### src/rtl/rx_frame_parser.sv
// Byte-stream frame parser: SOF, LEN, payload, XOR checksum. Buffers the payload
// and replays it on a valid/ready stream once the checksum has been verified.
module rx_frame_parser #(
    parameter logic [7:0] SOF     = 8'hA5,
    parameter int         MAX_LEN = 16,
    parameter int         TIMEOUT = 100000
) (
    input  logic       clk,
    input  logic       reset,
    input  logic       RxD_data_ready,
    input  logic [7:0] RxD_data,
    output logic [7:0] out_data,
    output logic       out_valid,
    input  logic       out_ready,
    output logic       out_last,
    output logic       frame_ok,
    output logic       frame_err,
    output logic [1:0] err_code,
    output logic       busy,
    output logic [2:0] dbg_state
);

    // Output handshake: a payload byte transfers on every posedge where out_valid
    // and out_ready are both 1; out_data/out_last hold while out_valid && !out_ready.

    typedef enum logic [2:0] {IDLE, GET_LEN, GET_PAY, GET_CHK, EMIT} state_t;

    localparam int             IW        = (MAX_LEN > 1) ? $clog2(MAX_LEN) : 1;
    localparam int             TW        = (TIMEOUT > 1) ? $clog2(TIMEOUT + 1) : 1;
    localparam logic [7:0]     MAX_LEN_B = 8'(MAX_LEN);
    localparam logic [TW-1:0]  TMO_LAST  = TW'(TIMEOUT - 1);

    localparam logic [1:0] ERR_LEN = 2'd0;
    localparam logic [1:0] ERR_CHK = 2'd1;
    localparam logic [1:0] ERR_TMO = 2'd2;
    localparam logic [1:0] ERR_OVR = 2'd3;

    state_t        state, state_nxt;
    logic [7:0]    len, len_nxt;
    logic [7:0]    xsum, xsum_nxt;
    logic [IW-1:0] idx, idx_nxt;
    logic [IW-1:0] rd_idx, rd_nxt, rd_inc;
    logic [TW-1:0] tmo_cnt, tmo_nxt;
    logic [7:0]    data_nxt;
    logic          valid_nxt, last_nxt, ok_nxt, err_nxt, busy_nxt, wr_en;
    logic [1:0]    code_nxt;
    logic [7:0]    buffer [MAX_LEN];

    assign rd_inc    = rd_idx + IW'(1);
    assign dbg_state = state;

    always_comb begin
        state_nxt = state;
        len_nxt   = len;
        xsum_nxt  = xsum;
        idx_nxt   = idx;
        rd_nxt    = rd_idx;
        tmo_nxt   = '0;
        valid_nxt = out_valid;
        data_nxt  = out_data;
        last_nxt  = out_last;
        ok_nxt    = 1'b0;
        err_nxt   = 1'b0;
        code_nxt  = err_code;
        wr_en     = 1'b0;
        case (state)
            IDLE: begin
                if (RxD_data_ready && RxD_data == SOF) state_nxt = GET_LEN;
            end
            GET_LEN: begin
                if (RxD_data_ready) begin
                    if (RxD_data == 8'd0 || RxD_data > MAX_LEN_B) begin
                        err_nxt   = 1'b1;
                        code_nxt  = ERR_LEN;
                        state_nxt = IDLE;
                    end else begin
                        len_nxt   = RxD_data;
                        xsum_nxt  = RxD_data;
                        idx_nxt   = '0;
                        state_nxt = GET_PAY;
                    end
                end else if (tmo_cnt == TMO_LAST) begin
                    err_nxt   = 1'b1;
                    code_nxt  = ERR_TMO;
                    state_nxt = IDLE;
                end else begin
                    tmo_nxt = tmo_cnt + TW'(1);
                end
            end
            GET_PAY: begin
                if (RxD_data_ready) begin
                    wr_en    = 1'b1;
                    xsum_nxt = xsum ^ RxD_data;
                    idx_nxt  = idx + IW'(1);
                    if (8'(idx) == len - 8'd1) state_nxt = GET_CHK;
                end else if (tmo_cnt == TMO_LAST) begin
                    err_nxt   = 1'b1;
                    code_nxt  = ERR_TMO;
                    state_nxt = IDLE;
                end else begin
                    tmo_nxt = tmo_cnt + TW'(1);
                end
            end
            GET_CHK: begin
                if (RxD_data_ready) begin
                    if (RxD_data == xsum) begin
                        // First payload byte is presented together with the frame_ok pulse.
                        ok_nxt    = 1'b1;
                        valid_nxt = 1'b1;
                        rd_nxt    = '0;
                        data_nxt  = buffer[0];
                        last_nxt  = (len == 8'd1);
                        state_nxt = EMIT;
                    end else begin
                        err_nxt   = 1'b1;
                        code_nxt  = ERR_CHK;
                        state_nxt = IDLE;
                    end
                end else if (tmo_cnt == TMO_LAST) begin
                    err_nxt   = 1'b1;
                    code_nxt  = ERR_TMO;
                    state_nxt = IDLE;
                end else begin
                    tmo_nxt = tmo_cnt + TW'(1);
                end
            end
            EMIT: begin
                if (RxD_data_ready) begin
                    err_nxt  = 1'b1;
                    code_nxt = ERR_OVR;
                end
                if (out_valid && out_ready) begin
                    if (out_last) begin
                        valid_nxt = 1'b0;
                        last_nxt  = 1'b0;
                        state_nxt = IDLE;
                    end else begin
                        rd_nxt   = rd_inc;
                        data_nxt = buffer[rd_inc];
                        last_nxt = (8'(rd_inc) == len - 8'd1);
                    end
                end
            end
            default: state_nxt = IDLE;
        endcase
        busy_nxt = (state_nxt != IDLE);
    end

    always_ff @(posedge clk or negedge reset) begin
        if (!reset) begin
            state     <= IDLE;
            len       <= '0;
            xsum      <= '0;
            idx       <= '0;
            rd_idx    <= '0;
            tmo_cnt   <= '0;
            out_valid <= 1'b0;
            out_data  <= 8'h00;
            out_last  <= 1'b0;
            frame_ok  <= 1'b0;
            frame_err <= 1'b0;
            err_code  <= 2'd0;
            busy      <= 1'b0;
        end else begin
            state     <= state_nxt;
            len       <= len_nxt;
            xsum      <= xsum_nxt;
            idx       <= idx_nxt;
            rd_idx    <= rd_nxt;
            tmo_cnt   <= tmo_nxt;
            out_valid <= valid_nxt;
            out_data  <= data_nxt;
            out_last  <= last_nxt;
            frame_ok  <= ok_nxt;
            frame_err <= err_nxt;
            err_code  <= code_nxt;
            busy      <= busy_nxt;
        end
    end

    // Payload store keeps stale contents across frames; nothing reads past LEN.
    always_ff @(posedge clk) begin
        if (wr_en) buffer[idx] <= RxD_data;
    end

endmodule

### config.mk
export PLATFORM = sky130hd
export DESIGN_NAME = rx_frame_parser
export DESIGN_NICKNAME = d
export VERILOG_FILES = /design/src/rtl/rx_frame_parser.sv
export SDC_FILE = /design/constraint.sdc
export NUM_CORES = 1
export LEC_CHECK = 0
export BUFFER_PORTS_ARGS = -buffer_cell sky130_fd_sc_hd__buf_4
export CORE_UTILIZATION = 45
export DETAILED_ROUTE_END_ITERATION = 7
export PLACE_DENSITY = 0.63
export SLEW_MARGIN = 0
export SYNTH_ARGS = -nofsm -noshare
export SYNTH_HDL_FRONTEND = slang
export SYNTH_SLANG_ARGS = --single-unit
### constraint.sdc
create_clock -name clk -period 3 [get_ports clk]
set_input_delay 0.15 -clock clk [delete_from_list [all_inputs] [get_ports clk]]
set_output_delay 0.15 -clock clk [all_outputs]
set_load 0.01 [all_outputs]
==> results.tsv <==
metric	value	unit
status	finished, final reports clean	
Post-synth EDFFs	128	
Die Area	19500	sq um
largest net degree at the start of global routing	60	
deepest clock path buffer count	2	
Power, Total	0.00513	W
Synth Instances	564	
max-slew violations	0	
synth-to-layout area growth	12.7	%
Antenna Nets Post-Route	0	
clock network power share	44.4	%
# H-tree levels	4	
Slew HR	45.0	%
most common cell after layout, fill and taps aside	edfxtp_1	
# clock sinks	187	
cell taking the most area after synthesis	edfxtp_1	
P per Cell Area	534	nW/um^2
P_int	0.00393	W
GR Util All Layers	19.8	%
final setup fails	0	
sequential share of the synthesized area	62.5	%
Layout Skew	0.0115	ns
CP Class	flip-flop to flip-flop	
critical path peak fanout	12	
post-CTS resize count	0	
Sum Neg Setup Slack	0	ns
starting density of the core	46.6	%
dominant synthesized flop cell	edfxtp_1	
sequential share of power	53.8	%
fraction of final layout cells sized beyond drive strength 1	21.3	%
top post-synthesis cells by area	edfxtp_1, dfrtp_1, mux4_1, mux4_2, xor2_1	
final wirelength	18100	microns
Worst-path clk slew	0.08	ns
LEAKAGE	3.64	nW
worst setup slack after layout	0.684	ns
Die Width	140	microns
Combinational Power Share	1.8	%
CP Data Required Time	3.31	ns
DP Worst Slack	0.704	ns
worst slew pin tran	0.825	ns
MaxCap Viol Count	0	
crit path time final	2.32	ns
DRC violations left	0	
1st-iter DRT viols	348	
PortBufs	29	
Max Clk Rate	0.432	GHz
Post-Syn Area	8520	sq um
First-pass DRT Iterations	5	
vias per cell	5.70	
synthesized flop and latch total	187	
Post-synth ARST share	31.6	%
initial antenna violation count	0	
Core Box Area	18300	sq um
GP Congestion	0.789	
vias in the first global route	4969	
FILL cells	1506	
post-DP HPWL	12100	microns
Die Y	140	microns
Synth Warn #	0	
Cell variety after synth	64	
final hold vios	0	
Yosys top cell area share	45.1	%
first-pass GRT wire length	28200	microns
Worst VDD drop	0.458	mV
Root Driver	clkbuf_16	
Ant. Diodes	0	
crit path DAT	2.63	ns
Sw Ratio	23.4	%
HP Class	input port to flip-flop	
row count	49	
TritonCTS clock tree	yes	
Sw Pwr	0.00120	W
CP Capture Type	flip-flop	
GR Overflow Total	0	
RSZ-0062 raised after global routing	no	
commonest non-fill, non-tap cells in the layout	edfxtp_1, dfrtp_1, buf_4	
via count	4848	
Tcrit/Tclk final	77.2	%
post-synthesis average cell area	15.1	sq um
layout net count	628	
IO Count	30	
syn nets	584	
CTS buffer count	17	
critical path launch point type	flip-flop	
WL per Instance	21.3	microns
Clock Latency Late Sink	0.44	ns
==> synth_stat cells, drive strengths merged, types with 2 or more instances <==
cell	number
a211oi	4
a21oi	7
a31oi	5
a41oi	2
and2	4
and3	5
and4	2
buf	17
clkbuf	8
dfrtp	59
edfxtp	128
ha	8
inv	19
mux2	17
mux2i	18
mux4	32
nand2	39
nand2b	3
nand3	14
nand4	9
nand4bb	2
nor2	43
nor2b	4
nor3	12
nor3b	3
nor4	10
nor4b	3
o21ai	20
o22ai	3
o31ai	2
or2	3
or4	3
xnor2	14
xor2	31
==> per-layer routing <==
metal / up-vias / GRT usage [%] / share of wire (%)
met4: 0 / 6.71 / 2.1
li1: 2236 / - / -
met5: - / 0 / 0
met1: 2476 / 24.1 / 42
met3: 27 / 4.09 / 3.7
met2: 109 / 35.1 / 52
==> critical path: stages, from the launching register on <==
cell and delay (ns):
dfrtp_1 0.63, nor2b_1 0.46, nand4_1 0.31, a21oi_2 0.19, buf_4 0.23, mux2_2 0.37
==> per-stage QoR <==
step	hold slack, ns	util [%]	instances	instance area (sq um)
2_1_floorplan	-0.146	-	564	8520
3_3_place_gp	0.274	49.1	817	8980
3_5_place_dp	0.295	49.1	817	8980
4_1_cts	0.0580	52.5	850	9600
5_1_grt	0.0778	52.5	850	9600
6_report	0.0664	52.5	850	9600
==> area by class of cell <==
class                   count  area, sq um  share of cell area, %
well taps                 229          287                   2.99
repair buffers             50          403                   4.20
inverters                  19         71.3                  0.743
multi-input cells         333         2910                   30.3
clock inverters            15          181                   1.89
clock buffers              17          425                   4.43
flip-flops and latches    187         5320                   55.5
==> power by group through the flow <==
stage	Sequential [W]	Combinational (W)	Clock (W)
after global placement	0.00282	0.0000886	0
after floorplan	0.00282	0.0000185	0
after CTS	0.00276	0.0000931	0.00230
after global routing	0.00276	0.000101	0.00241
final	0.00276	0.0000910	0.00228
after detailed placement	0.00282	0.0000918	0
==> flip-flops by register name (all words and copies together), names as in the netlist, 2 cells and up <==
name,cells
rd_idx,4
err_code,2
buffer,128
tmo_cnt,17
dbg_state,3
out_data,8
idx,4
xsum,8
len,8
==> final timing paths <==
check / end / startpoint / cells after the start / slack, ns
setup / recovery: out_data[4]$_DFFE_PN0P_ / dbg_state[0]$_DFF_PN0_ / 5 / 0.68
hold / removal: len[4]$_DFFE_PN0P_ / RxD_data[4] / 3 / 0.07
setup reg to reg: out_data[4]$_DFFE_PN0P_ / dbg_state[0]$_DFF_PN0_ / 5 / 0.68
hold reg to reg: tmo_cnt[0]$_DFF_PN0_ / tmo_cnt[0]$_DFF_PN0_ / 1 / 0.49
max in group asynchronous: rd_idx[0]$_DFFE_PN0P_ / reset / 2 / 2.06
min in group asynchronous: tmo_cnt[0]$_DFF_PN0_ / reset / 2 / 0.36
==> kinds of logic (layout without fill, tap and decap cells) <==
| group | Yosys count | after routing | share of synthesized area (%) |
|---|---|---|---|
| flip-flops | 187 | 187 | 62.5 |
| AND/OR/NAND/NOR | 164 | 164 | 10.5 |
| multiplexers | 67 | 67 | 13.6 |
| AO/OA/AOI/OAI | 49 | 49 | 3.83 |
| XOR/XNOR | 45 | 45 | 5.07 |
| buffers and inverters | 44 | 101 | 3.39 |
| adder cells (fa/ha/maj) | 8 | 8 | 1.18 |
==> timing repair <==
action,in CTS,in global routing
buffers inserted,0,0
hold endpoints to repair,59,0
hold buffers,1,0
No activity file was read; power rests on OpenSTA's default activity.
